**src/rtl/pipeline_pkg.sv**
```systemverilog
// Shared pipeline definitions for the write-back slice: default widths and the
// MEM/WB entry layout used at the register-file write port.
package pipeline_pkg;

    localparam int DATA_W    = 32;
    localparam int ADDR_W    = 5;
    localparam int CNT_W     = 2;
    localparam int REG_COUNT = 2 ** ADDR_W;

    typedef struct packed {
        logic              valid;
        logic              regWrite;
        logic [ADDR_W-1:0] rd;
        logic [DATA_W-1:0] data;
    } mem_wb_t;

endpackage

```
**src/rtl/reg_writeback_if.sv**
```systemverilog
// MEM-stage result bus into the write-back stage and the register-file write
// port coming back out of it.
interface reg_writeback_if
    import pipeline_pkg::*;
#(
    parameter int DATA_W = pipeline_pkg::DATA_W,
    parameter int ADDR_W = pipeline_pkg::ADDR_W
) ();

    logic              mem_valid;
    logic              mem_regWrite;
    logic              mem_memToReg;
    logic [ADDR_W-1:0] mem_rd;
    logic [DATA_W-1:0] mem_aluResult;
    logic [DATA_W-1:0] mem_loadData;

    logic [ADDR_W-1:0] writeRpoint;
    logic [DATA_W-1:0] writeData;
    logic              writeEnable;

    // master: the MEM stage side that produces results and observes the write port
    modport master (
        output mem_valid, mem_regWrite, mem_memToReg, mem_rd, mem_aluResult, mem_loadData,
        input  writeRpoint, writeData, writeEnable
    );

    // slave: the write-back stage
    modport slave (
        input  mem_valid, mem_regWrite, mem_memToReg, mem_rd, mem_aluResult, mem_loadData,
        output writeRpoint, writeData, writeEnable
    );

endinterface

```
**src/rtl/reg_writeback_scoreboard.sv**
```systemverilog
// Per-register pending-write counters with RAW busy lookup for decode.
// WB_BYPASS_EN: a retire happening this cycle clears busy when it is the last pending writer.
module wb_scoreboard
    import pipeline_pkg::*;
#(
    parameter int ADDR_W = pipeline_pkg::ADDR_W,
    parameter int CNT_W  = pipeline_pkg::CNT_W
) (
    input  logic              clk,
    input  logic              rst_n,
    input  logic              issue_valid,
    input  logic [ADDR_W-1:0] issue_rd,
    input  logic              retire,
    input  logic [ADDR_W-1:0] retire_rd,
    input  logic [ADDR_W-1:0] rs,
    input  logic [ADDR_W-1:0] rt,
    output logic              busy_rs,
    output logic              busy_rt,
`ifdef WB_BYPASS_EN
    output logic              bypass_hit_rs,
    output logic              bypass_hit_rt,
`endif
    output logic              sb_overflow
);

    localparam int               REGS    = 2 ** ADDR_W;
    localparam logic [CNT_W-1:0] CNT_MAX = '1;
    localparam logic [CNT_W-1:0] CNT_ONE = CNT_W'(1);

    logic [CNT_W-1:0] cnt_p1  [REGS];
    logic [CNT_W-1:0] cnt_nxt [REGS];
    logic             inc;
    logic             ovf_set;
    logic             hit_rs;
    logic             hit_rt;

    // Saturating up/down step; simultaneous inc and dec cancel out.
    function automatic logic [CNT_W-1:0] cnt_step(input logic [CNT_W-1:0] cur,
                                                  input logic inc_hit,
                                                  input logic dec_hit);
        logic [CNT_W-1:0] res;
        res = cur;
        if (inc_hit && !dec_hit && cur != CNT_MAX)
            res = cur + CNT_ONE;
        else if (dec_hit && !inc_hit && cur != '0)
            res = cur - CNT_ONE;
        return res;
    endfunction

    assign inc = issue_valid && (issue_rd != '0);

    always_comb begin
        ovf_set = 1'b0;
        for (int i = 0; i < REGS; i++) begin
            cnt_nxt[i] = '0;
            if (i != 0) begin
                cnt_nxt[i] = cnt_step(cnt_p1[i],
                                      inc && (issue_rd == ADDR_W'(i)),
                                      retire && (retire_rd == ADDR_W'(i)));
                if (inc && (issue_rd == ADDR_W'(i)) && !(retire && (retire_rd == ADDR_W'(i)))
                    && (cnt_p1[i] == CNT_MAX))
                    ovf_set = 1'b1;
            end
        end
    end

    // ---- scoreboard state (p1) ----
    always_ff @(posedge clk or negedge rst_n) begin
        if (!rst_n) begin
            for (int i = 0; i < REGS; i++)
                cnt_p1[i] <= '0;
            sb_overflow <= 1'b0;
        end else begin
            for (int i = 0; i < REGS; i++)
                cnt_p1[i] <= cnt_nxt[i];
            if (ovf_set)
                sb_overflow <= 1'b1;
        end
    end

`ifdef WB_BYPASS_EN
    // Negedge register-file write makes the retiring value visible to decode this cycle.
    assign hit_rs        = retire && (retire_rd == rs) && (cnt_p1[rs] == CNT_ONE);
    assign hit_rt        = retire && (retire_rd == rt) && (cnt_p1[rt] == CNT_ONE);
    assign bypass_hit_rs = hit_rs;
    assign bypass_hit_rt = hit_rt;
`else
    assign hit_rs = 1'b0;
    assign hit_rt = 1'b0;
`endif

    assign busy_rs = (cnt_p1[rs] != '0) && !hit_rs;
    assign busy_rt = (cnt_p1[rt] != '0) && !hit_rt;

endmodule

```
**src/rtl/reg_writeback.sv**
```systemverilog
// MEM/WB pipeline register, register-file write port, retire counter and the
// pending-write scoreboard. Optional macro WB_BYPASS_EN adds same-cycle busy masking.
module reg_writeback
    import pipeline_pkg::*;
#(
    parameter int DATA_W = pipeline_pkg::DATA_W,
    parameter int ADDR_W = pipeline_pkg::ADDR_W,
    parameter int CNT_W  = pipeline_pkg::CNT_W
) (
    input  logic              clk,
    input  logic              rst_n,
    reg_writeback_if.slave    wb,
    input  logic              stall,
    input  logic              flush,
    input  logic              issue_valid,
    input  logic [ADDR_W-1:0] issue_rd,
    input  logic [ADDR_W-1:0] rs,
    input  logic [ADDR_W-1:0] rt,
    output logic              busy_rs,
    output logic              busy_rt,
`ifdef WB_BYPASS_EN
    output logic              bypass_hit_rs,
    output logic              bypass_hit_rt,
`endif
    output logic              sb_overflow,
    output logic [31:0]       retire_cnt
);

    typedef struct packed {
        logic              valid;
        logic              regWrite;
        logic [ADDR_W-1:0] rd;
        logic [DATA_W-1:0] data;
    } wb_entry_t;

    wb_entry_t wb_p1;
    logic      retire;

    // ---- MEM -> WB boundary (p1) ----
    always_ff @(posedge clk or negedge rst_n) begin
        if (!rst_n) begin
            wb_p1 <= '0;
        end else if (!stall) begin
            if (flush) begin
                wb_p1.valid <= 1'b0;
            end else begin
                wb_p1.valid    <= wb.mem_valid;
                wb_p1.regWrite <= wb.mem_regWrite;
                wb_p1.rd       <= wb.mem_rd;
                wb_p1.data     <= wb.mem_memToReg ? wb.mem_loadData : wb.mem_aluResult;
            end
        end
    end

    assign wb.writeEnable = wb_p1.valid && wb_p1.regWrite && (wb_p1.rd != '0);
    assign wb.writeRpoint = wb_p1.rd;
    assign wb.writeData   = wb_p1.data;

    // A stalled entry keeps rewriting the same value; it only retires when it leaves.
    assign retire = wb.writeEnable && !stall;

    always_ff @(posedge clk or negedge rst_n) begin
        if (!rst_n)
            retire_cnt <= '0;
        else if (retire)
            retire_cnt <= retire_cnt + 32'd1;
    end

    wb_scoreboard #(
        .ADDR_W (ADDR_W),
        .CNT_W  (CNT_W)
    ) u_scoreboard (
        .clk           (clk),
        .rst_n         (rst_n),
        .issue_valid   (issue_valid),
        .issue_rd      (issue_rd),
        .retire        (retire),
        .retire_rd     (wb_p1.rd),
        .rs            (rs),
        .rt            (rt),
        .busy_rs       (busy_rs),
        .busy_rt       (busy_rt),
`ifdef WB_BYPASS_EN
        .bypass_hit_rs (bypass_hit_rs),
        .bypass_hit_rt (bypass_hit_rt),
`endif
        .sb_overflow   (sb_overflow)
    );

endmodule

```
**src/flat_wrapper.sv**
```systemverilog
// flat-port wrapper written by rule: the top's interface ports become plain ports
module reg_writeback_flat import pipeline_pkg::*;
#(
    parameter int DATA_W = pipeline_pkg::DATA_W,
    parameter int ADDR_W = pipeline_pkg::ADDR_W,
    parameter int CNT_W  = pipeline_pkg::CNT_W
)
  (clk, rst_n, stall, flush, issue_valid, issue_rd, rs, rt, busy_rs, busy_rt, sb_overflow, retire_cnt, wb_mem_valid, wb_mem_regWrite, wb_mem_memToReg, wb_mem_rd, wb_mem_aluResult, wb_mem_loadData, wb_writeRpoint, wb_writeData, wb_writeEnable);
  reg_writeback_if #(.DATA_W(DATA_W), .ADDR_W(ADDR_W)) wb_i ();
  input  logic clk;
  input  logic rst_n;
  input  logic stall;
  input  logic flush;
  input  logic issue_valid;
  input  logic [ADDR_W-1:0] issue_rd;
  input  logic [ADDR_W-1:0] rs;
  input  logic [ADDR_W-1:0] rt;
  output logic busy_rs;
  output logic busy_rt;
  output logic sb_overflow;
  output logic [31:0] retire_cnt;
  input wire logic [$bits(wb_i.mem_valid)-1:0] wb_mem_valid;
  input wire logic [$bits(wb_i.mem_regWrite)-1:0] wb_mem_regWrite;
  input wire logic [$bits(wb_i.mem_memToReg)-1:0] wb_mem_memToReg;
  input wire logic [$bits(wb_i.mem_rd)-1:0] wb_mem_rd;
  input wire logic [$bits(wb_i.mem_aluResult)-1:0] wb_mem_aluResult;
  input wire logic [$bits(wb_i.mem_loadData)-1:0] wb_mem_loadData;
  output wire logic [$bits(wb_i.writeRpoint)-1:0] wb_writeRpoint;
  output wire logic [$bits(wb_i.writeData)-1:0] wb_writeData;
  output wire logic [$bits(wb_i.writeEnable)-1:0] wb_writeEnable;
  assign wb_i.mem_valid = wb_mem_valid;
  assign wb_i.mem_regWrite = wb_mem_regWrite;
  assign wb_i.mem_memToReg = wb_mem_memToReg;
  assign wb_i.mem_rd = wb_mem_rd;
  assign wb_i.mem_aluResult = wb_mem_aluResult;
  assign wb_i.mem_loadData = wb_mem_loadData;
  assign wb_writeRpoint = wb_i.writeRpoint;
  assign wb_writeData = wb_i.writeData;
  assign wb_writeEnable = wb_i.writeEnable;
  reg_writeback #(.DATA_W(DATA_W), .ADDR_W(ADDR_W), .CNT_W(CNT_W)) u_core (.clk(clk), .rst_n(rst_n), .wb(wb_i), .stall(stall), .flush(flush), .issue_valid(issue_valid), .issue_rd(issue_rd), .rs(rs), .rt(rt), .busy_rs(busy_rs), .busy_rt(busy_rt), .sb_overflow(sb_overflow), .retire_cnt(retire_cnt));
endmodule
```
**config.mk**
```make
export PLATFORM = sky130hd
export DESIGN_NAME = reg_writeback_flat
export DESIGN_NICKNAME = d
export VERILOG_FILES = /design/src/rtl/pipeline_pkg.sv /design/src/rtl/reg_writeback_if.sv /design/src/rtl/reg_writeback_scoreboard.sv /design/src/rtl/reg_writeback.sv /design/src/flat_wrapper.sv
export SDC_FILE = /design/constraint.sdc
export NUM_CORES = 1
export LEC_CHECK = 0
export BUFFER_PORTS_ARGS = -buffer_cell sky130_fd_sc_hd__clkbuf_2
export CAP_MARGIN = 20
export CORE_MARGIN = 5
export CORE_UTILIZATION = 50
export CTS_CLUSTER_SIZE = 40
export DETAILED_ROUTE_END_ITERATION = 7
export PLACE_DENSITY = 0.74
export SKIP_CTS_REPAIR_TIMING = 1
export SLEW_MARGIN = 5
export SYNTH_ARGS = -nofsm -noshare
export SYNTH_HDL_FRONTEND = slang
export SYNTH_HIERARCHICAL = 1
export SYNTH_SLANG_ARGS = --single-unit
```
**constraint.sdc**
```tcl
create_clock -name clk -period 3.8 [get_ports clk]
set_input_delay 0.57 -clock clk [delete_from_list [all_inputs] [get_ports clk]]
set_output_delay 0.57 -clock clk [all_outputs]
set_load 0.05 [all_outputs]
```
==> results.rst <==
.. list-table::
   :header-rows: 1

   * - Metric
     - Value
   * - Tightest Pin Transition
     - 0.963 ns
   * - Height of the die
     - 138 um
   * - Net count after synthesis
     - 1,043
   * - CTS Buf Count
     - 17
   * - Number of buffers added on ports
     - 164
   * - Count of final hold-check violations
     - 0
   * - Startpoint type of the worst setup path
     - register
   * - Number of routed nets with antenna violations
     - 0
   * - Number of buffers on the longest clock path
     - 2
   * - Synth-to-Final Area Change
     - 17.1%
   * - Largest net degree at the start of global routing
     - 105
   * - Sort of element at the end of the critical path
     - register
   * - Most common library cell in the layout ignoring fill and taps
     - clkbuf_2
   * - Total number of clock tree sinks
     - 134
   * - Number of instances in the synthesized netlist
     - 950
   * - Diodes inserted
     - 0
   * - Top library cells by usage in the layout, fill and taps aside
     - clkbuf_2, dfrtp_1, nand2_1, nor2_1, a21oi_1
   * - Slowest stage cell, crit path
     - or4_1
   * - Pwr per Cell Area
     - 484 nW/um^2
   * - TritonCTS clock tree
     - done
   * - Post-detail-place hpwl
     - 17,300 um
   * - FILL cells
     - 1,417
   * - Total standard cell area after synthesis
     - 8190 sq um
   * - Final-layout setup total negative slack
     - 0 ns
   * - EDFF count, synth
     - 0
   * - Net total in the final layout
     - 1,160
   * - Critical Path Fanout Max
     - 22
   * - Total power
     - 4.65 mW
   * - Via count of the first global-routing pass
     - 7,269
   * - Die outline width
     - 138 um
   * - Wire length of the first global-routing pass
     - 37,800 um
   * - CP Class
     - reg2reg
   * - Cells along the critical path
     - or4_1, nor2_1, nor3_2, buf_4, nand4_1, o211ai_1, o32ai_1, or4_1, or4_1
   * - Remaining global-route overflow
     - 0
   * - Ratio of routed vias to standard cells
     - 5.88
   * - Number of H-tree levels
     - 4
   * - Async SR Flop Fraction
     - 100%
   * - Starting DRC count in detailed routing
     - 956
   * - Area fraction of the dominant cell type after synthesis
     - 40.9%
   * - Synthesized area per cell
     - 8.62 sq um
   * - All-layer global routing usage
     - 24.0%
   * - Crit path required time
     - 4.08 ns
   * - Clock network latency to the later pin of the worst-skew pair
     - 0.42 ns
   * - Detailed-routing iteration count for the pre-antenna-repair pass
     - 6
   * - Number of remaining DRC errors
     - 0
   * - Worst min-delay path category
     - in2async
   * - Initial Utilization
     - 51.2%
   * - Arrival time of the worst setup path
     - 3.53 ns
   * - Final Max Tran Viols
     - 0
   * - Yosys warning count
     - 6
   * - Number of antenna violations at the first check in global routing
     - 0
   * - Synth area leaders
     - dfrtp_1, nand2_1, a21oi_1
   * - Result of the run
     - completed
   * - Largest stage delay, worst path
     - 0.53 ns
   * - Unrepaired setup endpoints after global routing
     - no
   * - Standard-cell row count
     - 46
   * - Maximum frequency from static timing analysis
     - 308 MHz
   * - Weighted congestion at the end of routability-driven global placement
     - 0.982
   * - Detail-routed net length per standard cell
     - 17.9 um
   * - Most prevalent standard cell on the critical path
     - or4_1
   * - Max VDD drop
     - 317 uV
   * - Category of cells accounting for the largest share of critical-path delay
     - simple AND/OR/NAND/NOR gates
   * - Min Tclk post-route
     - 3.25 ns
   * - Area of the die
     - 19,000 sq um
   * - Number of top-level pins
     - 165
   * - Share of final-layout standard cells stronger than drive strength 1
     - 21.9%
   * - Register clock-pin slew on the reported worst setup and hold paths
     - 0.06 ns
   * - Library cell occupying the most area in the post-synthesis netlist
     - dfrtp_1
   * - Most frequently used flop master after synthesis
     - dfrtp_1
   * - Library cells used by synthesis
     - 66
   * - Leakage power figure
     - 4.36 nW
   * - CP Buf/Inv Count
     - 1
   * - Max-cap violations
     - 0
   * - Root Buffer
     - clkbuf_16
   * - Final Routed Wirelength
     - 23,200 um
   * - Post-synthesis sequential area ratio
     - 40.9%
   * - Number of setup violations in the final report
     - 0
   * - Core Box Area
     - 16,000 sq um
   * - Relative slew slack
     - 35.8%
   * - Via count of the routed design
     - 7,625
   * - Post-route fraction of the period consumed by the critical path
     - 85.4%
   * - Register bit total from synthesis
     - 134
   * - Post-Route Skew
     - 0.0122 ns
-- state kept, by name (all words and copies together), names as in the netlist --
signal / flops
u_core/wb.writeRpoint: 5
u_core/retire_cnt: 32
u_core/u_scoreboard/sb_overflow: 1
u_core/wb_p1: 2
u_core/wb.writeData: 32
u_core/u_scoreboard/cnt_p1: 62
-- area by class of cell --
cell class	count	area, sq um	share of cell area, %
Clock buffer	18	439	4.58
Clock inverter	14	190	1.98
Inverter	29	109	1.13
Multi-Input combinational cell	706	4280	44.6
Sequential cell	134	3350	34.9
Tap cell	216	270	2.82
Timing Repair Buffer	179	952	9.92
-- cells in the mapped netlist, drive strengths merged, types with 15 or more instances --
cell type,instances
dfrtp,134
inv,29
clkbuf,36
a211oi,34
a21oi,83
o211ai,34
buf,45
nor2,107
mux2i,32
nor3,31
xnor2,22
and2,15
nand2,114
o21ai,66
nand3,15
-- kinds of logic (layout without fill, tap and decap cells) --
kind of cell / Yosys count / count (layout) / synth area share (%)
AOI/OAI and AO/OA: 270 / 270 / 20.6
xor gates and xnor gates: 31 / 31 / 3.31
adders and majority gates: 1 / 1 / 0.153
buffers and inverters: 110 / 240 / 6.81
DFF: 134 / 134 / 40.9
muxes: 38 / 38 / 5.28
and+or+nand+nor: 366 / 366 / 22.9
-- routing by layer --
layer / global-route usage [%] / part of all wire [%]
met3: 6.79 / 9.6
met5: 0 / 0
met4: 5.88 / 2.5
met1: 33.0 / 43
met2: 37.8 / 45
-- per-stage QoR --
stage / utilization, % / worst slack (ns) / hold slack (ns) / cells / area (sq um)
floorplan: - / 0.265 / 0.274 / 950 / 8190
global placement: 55.9 / 0.684 / 0.462 / 1263 / 8950
detailed placement: 55.9 / 0.609 / 0.466 / 1263 / 8950
CTS: 59.8 / 0.600 / 0.315 / 1295 / 9580
global route: 60.0 / 0.375 / 0.335 / 1296 / 9600
finish: 60.0 / 0.553 / 0.261 / 1296 / 9600
-- worst paths after layout --
path | startpoint | to | slack, ns | depth (start not counted)
setup / recovery | u_core/wb.writeRpoint[4] | u_core/u_scoreboard/sb_overflow | 0.55 | 9
hold / removal | rst_n | u_core/u_scoreboard/cnt_p1[34] | 0.26 | 1
setup reg to reg | u_core/wb.writeRpoint[4] | u_core/u_scoreboard/sb_overflow | 0.55 | 9
hold reg to reg | u_core/retire_cnt[31] | u_core/retire_cnt[31] | 0.47 | 1
max in group asynchronous | rst_n | u_core/retire_cnt[15] | 2.71 | 2
min in group clk | wb_mem_rd[3] | u_core/wb.writeRpoint[3] | 0.35 | 3
-- report_power, final --
part / leakage, nW / switching, mW / internal [mW]
clock: 0.306 / 0.677 / 1.07
sequential: 1.74 / 0.240 / 1.60
combinational: 2.31 / 0.712 / 0.348
total: 4.36 / 1.63 / 3.02
No activity file was read; power rests on OpenSTA's default activity.
